--- src/rtl/row_partial_accumulator_pkg.sv ---
// rtl/row_partial_accumulator_pkg.sv - shared constants and FSM state type for the row accumulator
package row_partial_accumulator_pkg;

  localparam int FP_W           = 32;
  localparam int FIFO_DEPTH_DEF = 4;
  localparam int CW_DEF         = 8;

  typedef enum logic [2:0] {
    ST_IDLE,
    ST_LOAD,
    ST_ISSUE,
    ST_WAIT,
    ST_EMIT
  } state_t;

endpackage

--- src/rtl/row_partial_accumulator_if.sv ---
// rtl/row_partial_accumulator_if.sv - partial-sum input and row-result output bundle
interface row_partial_accumulator_if;
  import row_partial_accumulator_pkg::*;

  logic [FP_W-1:0] partial_in;
  logic            partial_valid;
  logic [FP_W-1:0] row_sum;
  logic            row_valid;

  modport master (
    output partial_in,
    output partial_valid,
    input  row_sum,
    input  row_valid
  );

  modport slave (
    input  partial_in,
    input  partial_valid,
    output row_sum,
    output row_valid
  );

endinterface

--- src/rtl/adder_subtractor_with_start.sv ---
// rtl/adder_subtractor_with_start.sv - two-cycle IEEE-754 single add/sub with start/finish handshake
module adder_subtractor_with_start
  import row_partial_accumulator_pkg::*;
(
  input  logic            clk,
  input  logic            rst,
  input  logic            start_i,
  input  logic            enable_i,
  input  logic            mode_i,
  input  logic [FP_W-1:0] a_i,
  input  logic [FP_W-1:0] b_i,
  output logic [FP_W-1:0] result_o,
  output logic            finish_o
);

  logic [FP_W-1:0] a_q, b_q, result_q;
  logic            pend_q, finish_q;

  // Round-to-nearest-even add of two singles; subtraction is done by flipping b's sign.
  function automatic logic [31:0] fp_add(input logic [31:0] a, input logic [31:0] b);
    logic [31:0] l, s;
    logic [8:0]  el, es, d, e;
    logic [26:0] ml, ms, sh;
    logic [27:0] sum;
    logic [24:0] mr;
    logic [23:0] mant;
    logic        rnd;
    if (a[30:23] == 8'hFF || b[30:23] == 8'hFF) begin
      if (a[30:23] == 8'hFF && a[22:0] != '0) return a | 32'h0040_0000;
      if (b[30:23] == 8'hFF && b[22:0] != '0) return b | 32'h0040_0000;
      if (a[30:23] == 8'hFF && b[30:23] == 8'hFF && a[31] != b[31]) return 32'h7FC0_0000;
      return (a[30:23] == 8'hFF) ? a : b;
    end
    if (a[30:0] < b[30:0]) begin
      l = b; s = a;
    end else begin
      l = a; s = b;
    end
    el = (l[30:23] == 8'd0) ? 9'd1 : {1'b0, l[30:23]};
    es = (s[30:23] == 8'd0) ? 9'd1 : {1'b0, s[30:23]};
    ml = {l[30:23] != 8'd0, l[22:0], 3'b000};
    ms = {s[30:23] != 8'd0, s[22:0], 3'b000};
    d  = el - es;
    if (d >= 9'd27) begin
      sh = {26'd0, ms != '0};
    end else begin
      sh = ms >> d;
      sh[0] = sh[0] | (|(ms << (9'd27 - d)));
    end
    e = el;
    if (l[31] == s[31]) begin
      sum = {1'b0, ml} + {1'b0, sh};
      if (sum[27]) begin
        sum = {1'b0, sum[27:2], sum[1] | sum[0]};
        e   = e + 9'd1;
      end
    end else begin
      sum = {1'b0, ml - sh};
      if (sum == '0) return 32'h0000_0000;
      for (int i = 0; i < 27; i++) begin
        if (!sum[26] && e > 9'd1) begin
          sum = sum << 1;
          e   = e - 9'd1;
        end
      end
    end
    rnd = sum[2] & (sum[1] | sum[0] | sum[3]);
    mr  = {1'b0, sum[26:3]} + {24'd0, rnd};
    if (mr[24]) begin
      mant = mr[24:1];
      e    = e + 9'd1;
    end else begin
      mant = mr[23:0];
    end
    if (e >= 9'd255) return {l[31], 8'hFF, 23'd0};
    return {l[31], mant[23] ? e[7:0] : 8'd0, mant[22:0]};
  endfunction

  // Capture operands on start, compute and raise finish one cycle later.
  always_ff @(posedge clk or posedge rst) begin
    if (rst) begin
      a_q      <= '0;
      b_q      <= '0;
      result_q <= '0;
      pend_q   <= 1'b0;
      finish_q <= 1'b0;
    end else begin
      finish_q <= 1'b0;
      if (start_i && enable_i) begin
        a_q    <= a_i;
        b_q    <= {b_i[31] ^ mode_i, b_i[30:0]};
        pend_q <= 1'b1;
      end else if (pend_q) begin
        result_q <= fp_add(a_q, b_q);
        finish_q <= 1'b1;
        pend_q   <= 1'b0;
      end
    end
  end

  assign result_o = result_q;
  assign finish_o = finish_q;

endmodule

--- src/rtl/partial_sum_fifo.sv ---
// rtl/partial_sum_fifo.sv - synchronous partial-sum FIFO, push allowed when full if popping
module partial_sum_fifo
  import row_partial_accumulator_pkg::*;
#(
  parameter int DEPTH = FIFO_DEPTH_DEF,
  parameter int W     = FP_W
) (
  input  logic         clk,
  input  logic         rst,
  input  logic         push_i,
  input  logic         pop_i,
  input  logic [W-1:0] wdata_i,
  output logic [W-1:0] rdata_o,
  output logic         full_o,
  output logic         empty_o
);

  localparam int AW = $clog2(DEPTH);

  logic [W-1:0]  mem_q [DEPTH];
  logic [AW-1:0] wr_ptr_q, wr_ptr_d, rd_ptr_q, rd_ptr_d;
  logic [AW:0]   count_q, count_d;

  // Pointers wrap naturally because DEPTH is a power of two.
  assign wr_ptr_d = push_i ? wr_ptr_q + 1'b1 : wr_ptr_q;
  assign rd_ptr_d = pop_i  ? rd_ptr_q + 1'b1 : rd_ptr_q;
  assign count_d  = count_q + {{AW{1'b0}}, push_i} - {{AW{1'b0}}, pop_i};

  assign rdata_o = mem_q[rd_ptr_q];
  assign full_o  = (count_q == (AW+1)'(DEPTH));
  assign empty_o = (count_q == '0);

  // Storage array: data only, no reset needed since occupancy gates reads.
  always_ff @(posedge clk) begin
    if (push_i) mem_q[wr_ptr_q] <= wdata_i;
  end

  // Pointer and occupancy registers.
  always_ff @(posedge clk or posedge rst) begin
    if (rst) begin
      wr_ptr_q <= '0;
      rd_ptr_q <= '0;
      count_q  <= '0;
    end else begin
      wr_ptr_q <= wr_ptr_d;
      rd_ptr_q <= rd_ptr_d;
      count_q  <= count_d;
    end
  end

endmodule

--- src/rtl/row_partial_accumulator.sv ---
// rtl/row_partial_accumulator.sv - accumulates per-row partial sums; ROW_ACC_OVERFLOW_EN enables sticky overflow flag
module row_partial_accumulator
  import row_partial_accumulator_pkg::*;
#(
  parameter int FIFO_DEPTH = FIFO_DEPTH_DEF,
  parameter int CW         = CW_DEF
) (
  input  logic                       clk,
  input  logic                       rst,
  input  logic [CW-1:0]              num_chunks,
  row_partial_accumulator_if.slave   bus,
  output logic                       busy,
  output logic                       overflow
);

  logic            fifo_push, fifo_pop, fifo_full, fifo_empty;
  logic [FP_W-1:0] fifo_rdata;
  logic            add_start, add_finish;
  logic [FP_W-1:0] add_result;

  state_t          state_q, state_d;
  logic [FP_W-1:0] operand_q, operand_d;
  logic [FP_W-1:0] acc_q, acc_d;
  logic [FP_W-1:0] row_sum_q, row_sum_d;
  logic [CW-1:0]   cnt_q, cnt_d;
  logic [CW-1:0]   target_q, target_d;
  logic [CW-1:0]   first_target;
  logic            row_valid_q, row_valid_d;

  // The FIFO only drains while idle, so a full FIFO accepts a new partial only on that cycle.
  assign fifo_pop     = (state_q == ST_IDLE) && !fifo_empty;
  assign fifo_push    = bus.partial_valid && (!fifo_full || fifo_pop);
  assign first_target = (num_chunks == '0) ? CW'(1) : num_chunks;

  partial_sum_fifo #(
    .DEPTH (FIFO_DEPTH),
    .W     (FP_W)
  ) u_fifo (
    .clk     (clk),
    .rst     (rst),
    .push_i  (fifo_push),
    .pop_i   (fifo_pop),
    .wdata_i (bus.partial_in),
    .rdata_o (fifo_rdata),
    .full_o  (fifo_full),
    .empty_o (fifo_empty)
  );

  adder_subtractor_with_start u_add (
    .clk      (clk),
    .rst      (rst),
    .start_i  (add_start),
    .enable_i (1'b1),
    .mode_i   (1'b0),
    .a_i      (acc_q),
    .b_i      (operand_q),
    .result_o (add_result),
    .finish_o (add_finish)
  );

  // Next-state and datapath updates; the first chunk of a row is copied, never added to 0.0.
  always_comb begin
    state_d     = state_q;
    operand_d   = operand_q;
    acc_d       = acc_q;
    cnt_d       = cnt_q;
    target_d    = target_q;
    row_sum_d   = row_sum_q;
    row_valid_d = 1'b0;
    add_start   = 1'b0;
    case (state_q)
      ST_IDLE: begin
        if (!fifo_empty) begin
          operand_d = fifo_rdata;
          state_d   = ST_LOAD;
        end
      end
      ST_LOAD: begin
        if (cnt_q == '0) begin
          acc_d    = operand_q;
          cnt_d    = CW'(1);
          target_d = first_target;
          state_d  = (first_target == CW'(1)) ? ST_EMIT : ST_IDLE;
        end else begin
          state_d = ST_ISSUE;
        end
      end
      ST_ISSUE: begin
        add_start = 1'b1;
        state_d   = ST_WAIT;
      end
      ST_WAIT: begin
        if (add_finish) begin
          acc_d   = add_result;
          cnt_d   = cnt_q + CW'(1);
          state_d = (cnt_q + CW'(1) == target_q) ? ST_EMIT : ST_IDLE;
        end
      end
      ST_EMIT: begin
        row_sum_d   = acc_q;
        row_valid_d = 1'b1;
        cnt_d       = '0;
        state_d     = ST_IDLE;
      end
      default: state_d = ST_IDLE;
    endcase
  end

  // FSM and datapath registers.
  always_ff @(posedge clk or posedge rst) begin
    if (rst) begin
      state_q     <= ST_IDLE;
      operand_q   <= '0;
      acc_q       <= '0;
      cnt_q       <= '0;
      target_q    <= '0;
      row_sum_q   <= '0;
      row_valid_q <= 1'b0;
    end else begin
      state_q     <= state_d;
      operand_q   <= operand_d;
      acc_q       <= acc_d;
      cnt_q       <= cnt_d;
      target_q    <= target_d;
      row_sum_q   <= row_sum_d;
      row_valid_q <= row_valid_d;
    end
  end

`ifdef ROW_ACC_OVERFLOW_EN
  logic drop;
  logic overflow_q;

  assign drop = bus.partial_valid && fifo_full && !fifo_pop;

  // Sticky record of any partial lost to a full FIFO.
  always_ff @(posedge clk or posedge rst) begin
    if (rst) overflow_q <= 1'b0;
    else     overflow_q <= overflow_q | drop;
  end

  assign overflow = overflow_q;
`else
  assign overflow = 1'b0;
`endif

  assign bus.row_sum   = row_sum_q;
  assign bus.row_valid = row_valid_q;
  assign busy          = (state_q != ST_IDLE) || !fifo_empty;

endmodule
--- src/flat_wrapper.sv ---
// flat-port wrapper written by rule: the top's interface ports become plain ports
module row_partial_accumulator_flat import row_partial_accumulator_pkg::*;
#(
  parameter int FIFO_DEPTH = FIFO_DEPTH_DEF,
  parameter int CW         = CW_DEF
)
  (clk, rst, num_chunks, busy, overflow, bus_partial_in, bus_partial_valid, bus_row_sum, bus_row_valid);
  row_partial_accumulator_if bus_i ();
  input  logic clk;
  input  logic rst;
  input  logic [CW-1:0] num_chunks;
  output logic busy;
  output logic overflow;
  input wire logic [$bits(bus_i.partial_in)-1:0] bus_partial_in;
  input wire logic [$bits(bus_i.partial_valid)-1:0] bus_partial_valid;
  output wire logic [$bits(bus_i.row_sum)-1:0] bus_row_sum;
  output wire logic [$bits(bus_i.row_valid)-1:0] bus_row_valid;
  assign bus_i.partial_in = bus_partial_in;
  assign bus_i.partial_valid = bus_partial_valid;
  assign bus_row_sum = bus_i.row_sum;
  assign bus_row_valid = bus_i.row_valid;
  row_partial_accumulator #(.FIFO_DEPTH(FIFO_DEPTH), .CW(CW)) u_core (.clk(clk), .rst(rst), .num_chunks(num_chunks), .bus(bus_i), .busy(busy), .overflow(overflow));
endmodule
--- config.mk ---
export PLATFORM = sky130hd
export DESIGN_NAME = row_partial_accumulator_flat
export DESIGN_NICKNAME = d
export VERILOG_FILES = /design/src/rtl/row_partial_accumulator_pkg.sv /design/src/rtl/row_partial_accumulator_if.sv /design/src/rtl/adder_subtractor_with_start.sv /design/src/rtl/partial_sum_fifo.sv /design/src/rtl/row_partial_accumulator.sv /design/src/flat_wrapper.sv
export SDC_FILE = /design/constraint.sdc
export NUM_CORES = 2
export LEC_CHECK = 0
export ABC_AREA = 1
export BUFFER_PORTS_ARGS = -buffer_cell sky130_fd_sc_hd__buf_2
export CAP_MARGIN = 30
export CORE_MARGIN = 3
export CORE_UTILIZATION = 64
export CTS_CLUSTER_SIZE = 25
export DETAILED_ROUTE_END_ITERATION = 8
export GPL_ROUTABILITY_DRIVEN = 0
export HOLD_SLACK_MARGIN = 0.1
export PLACE_DENSITY = 0.81
export RECOVER_POWER = 100
export SYNTH_ARGS = -nofsm -noshare
export SYNTH_HDL_FRONTEND = slang
export SYNTH_SLANG_ARGS = --single-unit
--- constraint.sdc ---
create_clock -name clk -period 47.9 [get_ports clk]
set_clock_uncertainty 0.2 [all_clocks]
set_input_delay 9.58 -clock clk [delete_from_list [all_inputs] [get_ports clk]]
set_output_delay 9.58 -clock clk [all_outputs]
set_load 0.03 [all_outputs]
Word-level counts from Yosys, hierarchy flattened
Memory sizes are Yosys's and may differ from the RTL's. A register that Yosys moved wholly into a read port is not among the register bits.
Index checks and enable logic that the tools add are counted.
{"block": "word_totals", "ff_bits": 189, "ramBits": 128, "output_inout_bits": 35, "wordCells": 615, "memories": 1}
{"block": "op_classes", "add_sub_neg": 39, "order_cmp": 30, "n_eq_ne": 14, "shifts": 2, "muxes": 421, "bitwise": 7, "n_reduce_logical": 87}
{"memory": "u_core.u_fifo.mem_q", "depth": 4, "width": 32, "read_ports": 1, "rd_clocked_by_memory_dff": 1, "wr": 1, "line": "partial_sum_fifo.sv:20", "source": "logic [W-1:0] mem_q [DEPTH];"}
{"op": "$mux 27", "count": 167}
{"op": "$mux 9", "count": 168}
{"op": "$mux 32", "count": 27}
{"op": "$gt 9x1->1 const B", "count": 26}
{"op": "$sub 9x1->9 const B", "count": 26}
{"op": "$mux 24", "count": 5}
{"op": "$pmux 32 s2", "count": 1}
{"op": "$mux 8", "count": 6}
{"op": "$reduce_bool 23->1", "count": 2}
{"op": "$mux 1", "count": 40}
{"op": "$logic_and 1x1->1", "count": 33}
{"op": "$logic_not 8->1", "count": 4}
{"op": "$lt 31x31->1", "count": 1}
{"op": "$logic_not 1->1", "count": 29}
{"op": "$add 27x27->28", "count": 1}
{"op": "$logic_not 27->1", "count": 1}
{"op": "$reduce_or 27->1", "count": 1}
{"op": "$shl 27x9->27", "count": 1}
{"op": "$shr 27x9->27", "count": 1}
{"op": "$sub 27x27->27", "count": 1}
{"op": "$add 24x1->25", "count": 1}
{"op": "$pmux 8 s3", "count": 1}
{"op": "$reduce_bool 24->1", "count": 1}
{"op": "$eq 8x8->1 const B", "count": 2}
{"op": "33 further kinds", "count": 54}

Logic depth before layout (Yosys ltp)
{"block": "depth", "depth_word": 257, "ltp_mapped": 308}

Modules after synthesis
From an unflattened synthesis, not the netlist that was laid out.
{"block": "unflattened", "cells_unflattened": 7968, "area_unflattened_um2": 50847.5}
{"module": "adder_subtractor_with_start", "n_inst": 1, "cells_per_inst": 6814, "area_each_um2": 39970.8, "seq_area_each_um2": 2452.4}
{"module": "partial_sum_fifo", "n_inst": 1, "cells_per_inst": 548, "area_each_um2": 5790.6, "seq_area_each_um2": 4018.9}
{"module": "row_partial_accumulator", "n_inst": 1, "cells_per_inst": 606, "area_each_um2": 5086.1, "seq_area_each_um2": 2902.8}

Worst setup path before layout
No wires, ideal clock.
{"block": "synth_timing", "kind": "register to register", "from": "reg u_core.u_add.b_q[25]", "to": "reg u_core.u_add.result_q[16], in the netlist u_core.u_add.result_o[16]", "setup_ns": 0.128, "arrival_ns": 32.239, "path_slack_ns": 15.334, "stages_incl_launch_ff": 275, "n_path_buf": 27, "period_less_slack_ns": 32.566, "path_cell_list": "dfrtp_1 > inv_1 > ha_1 > nand2_1 > nor2_1 > and2_2 > nand2_1 > nor2_2 > nand2_2 > nand2_4 > buf_8 > clkbuf_1 > buf_8 > nand2_1 > o21ai_1 > nor2_1 > nand3_1 > inv_1 > [... 239 more ...] > buf_12 > buf_12 > nand2_2 > nand3_1 > nand3_2 > nor2_2 > ha_1 > nand3_1 > nor2_2 > nand2_4 > nor2_4 > nand3_2 > nor3_2 > inv_2 > o21ai_4 > inv_2 > nand4_1 > a21oi_1"}
{"block": "synth_between", "elab_chain_cells": 251}
{"item": "from (decl)", "line": "adder_subtractor_with_start.sv:16", "source": "logic [FP_W-1:0] a_q, b_q, result_q;"}
{"item": "from (signal assigned)", "line": "adder_subtractor_with_start.sv:91", "source": "b_q <= {b_i[31] ^ mode_i, b_i[30:0]};"}
{"item": "$lt 31x31->1", "line": "adder_subtractor_with_start.sv:34", "source": "if (a[30:0] < b[30:0]) begin"}
{"item": "$mux 32 (2 in a row)", "line": "adder_subtractor_with_start.sv:34"}
{"item": "$mux 32", "line": "adder_subtractor_with_start.sv:93", "source": "end else if (pend_q) begin"}
{"item": "$mux 32", "line": "adder_subtractor_with_start.sv:89", "source": "if (start_i && enable_i) begin"}
{"item": "$logic_not 8->1 (on tied branches)", "line": "adder_subtractor_with_start.sv:39, adder_subtractor_with_start.sv:40"}
{"item": "$mux 8 (on tied branches)", "line": "adder_subtractor_with_start.sv:39, adder_subtractor_with_start.sv:40"}
{"item": "$sub 8x8->9", "line": "adder_subtractor_with_start.sv:43", "source": "d = el - es;"}
{"item": "$sub 5x9->9", "line": "adder_subtractor_with_start.sv:48", "source": "sh[0] = sh[0] | (|(ms << (9'd27 - d)));"}
{"item": "[... 234 more ...]"}
{"item": "$mux 1", "line": "adder_subtractor_with_start.sv:75", "source": "if (e >= 9'd255) return {l[31], 8'hFF, 23'd0};"}
{"item": "$mux 1", "line": "adder_subtractor_with_start.sv:67", "source": "rnd = sum[2] & (sum[1] | sum[0] | sum[3]);"}
{"item": "$mux 1", "line": "adder_subtractor_with_start.sv:34"}
{"item": "$mux 1", "line": "adder_subtractor_with_start.sv:93"}
{"item": "$mux 1", "line": "adder_subtractor_with_start.sv:89"}
{"item": "$mux 32", "line": "adder_subtractor_with_start.sv:76", "source": "return {l[31], mant[23] ? e[7:0] : 8'd0, mant[22:0]};"}
{"item": "$mux 32", "line": "adder_subtractor_with_start.sv:67"}
{"item": "$mux 32 (*)", "line": "adder_subtractor_with_start.sv:34"}
{"item": "to (signal assigned)", "line": "adder_subtractor_with_start.sv:94", "source": "result_q <= fp_add(a_q, b_q);"}
{"item": "to (decl)", "line": "adder_subtractor_with_start.sv:16"}
Mark *: on every way between the ends. The rest lies on a longest branch, timed or not. The select of a mux whose other input is x is not followed.
A chain may end at the register's enable or synchronous reset.

Worst setup path after layout
{"block": "layout_timing", "from": "reg u_core.u_add.b_q[6]", "to": "reg u_core.u_add.result_q[28], in the netlist u_core.u_add.result_o[28]"}
Same word-level chain as after synthesis.

==> summary.txt <==
Die Span Y: 289.2 um
Clk slew on worst S/H paths: 0.08 ns
Failing checks: max-capacitance violations, max-slew violations
Global-route wire length before repair: 220.3 mm
Yosys Warn Count: 0
Async S/R FF share, synth: 63.32%
Post-synth top area cell: nand2_1
Top_reg_cell synth: dfrtp_1
H-tree depth: 1
CTS tree: done
Post-Synthesis Cell Area: 51340 sq um
Number of global-route vias before repair: 44480
Die ar.: 83650 sq um
Tot GR Track Use: 31.29%
Post-Syn Instances: 7772
Clk Latency, worst-skew pair: 0.57 ns
Worst path arrival time: 43.64 ns
Nets: 7799
Synthesis-to-finish area growth: 0.4143%
Core area: 79260 sq um
Worst-path fanout max: 78
# clock sinks: 349
Top achievable clock speed: 0.02306 GHz
Final setup fails: 0
Starting density of the core: 64.78%
Worst Path Required: 48.18 ns
Synth area leaders: nand2_1 (14%), dfrtp_1 (11%), o21ai_0 (8.7%)
Hold WC Path Type: reg -> reg
Final Hold Fails: 0
1st-pass router iterations: 6
CP max stage delay: 0.55 ns
Setup CP Type: reg -> reg
Slew @ Worst Pin: 7.404 ns
Largest net degree at the start of global routing: 143
1st-iter DRT viols: 4947
CP most frequent cell: nand2_4
Min Tclk post-route: 43.36 ns
Avg WL per Cell: 15.62 um
# rows: 103
FF+latch count, synth: 349
Cts bufs inserted: 30
Sequential fraction of the synthesis area: 18.26%
Crit start category: register
Max_cap viols: 12
Unique masters post-synth: 93
Crit path capture type: register
Dpl hpwl: 105.7 mm
DRT antenna net count: 0
Worst Reg-to-Reg Cells: 252
Initial antenna violation count: 1
Slew headroom: -393.6%
Synth top area share: 14.38%
Slew Limit Fails: 733
Vias per cell: 5.675
Post-synth top cells: nand2_1 (1967), inv_1 (1011), o21ai_0 (897), nor2_1 (466), nand2_2 (387)
Slowest CP cell: o21ai_0
Gr ovfl total: 0
Status: complete, but fails checks
IO buf count: 76
Share of cells above drive strength 1: 18.95%
Total routed wirelength: 135.5 mm
Setup ws final: 4.539 ns
Smallest hold slack: 0.2762 ns
Max Root-Sink Buffers: 3
Net Count, Synth: 7970
Post-synth EDFFs: 128
DP Cell Count: 8613
Via count: 49240
Final Cycle Share: 90.52%
CTS Root Cell: clkbuf_16
Most common cell in the synthesized netlist: nand2_1
RSZ-0062 raised after global routing: false
DRC Markers: 0
I/O pin cnt: 78
Avg Cell Area, Syn: 6.606 sq um
Sum Neg Setup Slack: 0 ns
Dpl ws: 2.880 ns
Finished Layout Cells: 8676
Die W: 289.2 um
Hold path depth: 1
==> timing repair <==
item                                    in CTS  in global routing
setup buffers                                0                  0
endpoints found under the setup margin       0                 31
hold buffers                                 0                  0
gates resized for setup                      0                  7
==> final timing paths <==
check / start / end / slack, ns
worst min-delay path: u_core.state_q[0] / u_core.bus.row_valid / 0.28
worst min register to register: u_core.state_q[0] / u_core.bus.row_valid / 0.28
max in group asynchronous: rst / u_core.u_fifo.rd_ptr_q[0] / 29.14
worst max-delay path: u_core.u_add.b_q[6] / u_core.u_add.result_o[28] / 4.54
worst max register to register: u_core.u_add.b_q[6] / u_core.u_add.result_o[28] / 4.54
min in group asynchronous: rst / u_core.u_fifo.count_q[1] / 8.72
==> layer usage <==
layer,track usage [%],vias to the layer above,share of wire [%]
met5,0,-,0
met4,10.03,0,3.4
met3,4.390,297,8.2
met2,50.35,1867,45
met1,43.37,22412,44
li1,-,24664,-
==> sequential cells by signal, indices dropped and copies added (netlist names), 3 cells and up <==
name                   cells
u_core.state_q             3
u_core.cnt_q               8
u_core.u_add.b_q          32
u_core.u_add.result_o     32
u_core.u_fifo.mem_q      128
u_core.operand_q          32
u_core.u_fifo.count_q      3
u_core.u_add.a_q          32
u_core.acc_q              32
u_core.bus.row_sum        32
u_core.target_q            8
==> worst max-delay path: cells and delay by family, from the launching register on <==
family / cells / cell delay, ns
and+or+nand+nor: 183 / 29.52
adders and majority gates: 27 / 5.64
buffers and inverters: 33 / 4.78
AOI/OAI and AO/OA: 9 / 2.44
DFF: 1 / 0.38
==> logic make-up (layout without fill, tap and decap cells) <==
family                   after synthesis  in the layout  synth area share [%]
AO/OA/AOI/OAI                       1364           1364                 14.91
XOR/XNOR                             133            133                 2.269
adder cells (fa/ha/maj)              155            155                 3.821
buffers and inverters               1486           1336                 14.72
flip-flops                           349            349                 18.26
multiplexers                           7              7                0.1365
other                                  1              3              0.007304
AND/OR/NAND/NOR                     4277           4279                 45.88
==> metrics by stage <==
stage               area [sq um]  util [%]
CTS                        51620     65.14
floorplan                  51340         -
global placement           50450     63.65
finish                     51550     65.05
global route               51550     65.04
detailed placement         50610     63.86
==> area by class of cell <==
class                      count  area, sq um
timing repair inverter         1        5.005
multi-input combinational   5939        34490
inverter                    1169         4732
antenna                        2        5.005
clock buffer                  37        819.5
clock inverter                18        191.4
tap                         1050         1314
fill                        7276        27700
timing repair buffer         111        625.6
sequential                   349         9374
==> cell usage in the layout (no fill, tap or decap), drive strengths merged, types with 2 or more instances in the layout <==
cell	synthesis	layout
a31oi	36	36
a211oi	22	22
and2	6	6
o21a	5	5
nand3b	17	17
a21oi	164	164
o31ai	4	4
o2111ai	2	2
a311oi	6	6
clkinv	36	45
nor3	65	65
nor2	729	730
clkinvlp	3	13
o21bai	7	7
o211ai	42	42
clkbuf	209	123
a22oi	24	24
nand4	215	215
mux2i	7	7
fa	3	3
bufinv	13	16
diode	0	2
inv	1117	1114
dfrtp	221	221
a21o	3	3
nand3	538	539
xnor2	30	30
buf	93	25
a221oi	3	3
xor2	103	103
o22ai	39	39
edfxtp	128	128
a21boi	2	2
or2	21	21
o21ai	994	994
o221ai	5	5
ha	152	152
nand2	2656	2656
nor4	27	27
Power is not shown: default switching activity piles up to over one toggle a cycle in this logic, so the estimate is an artifact.
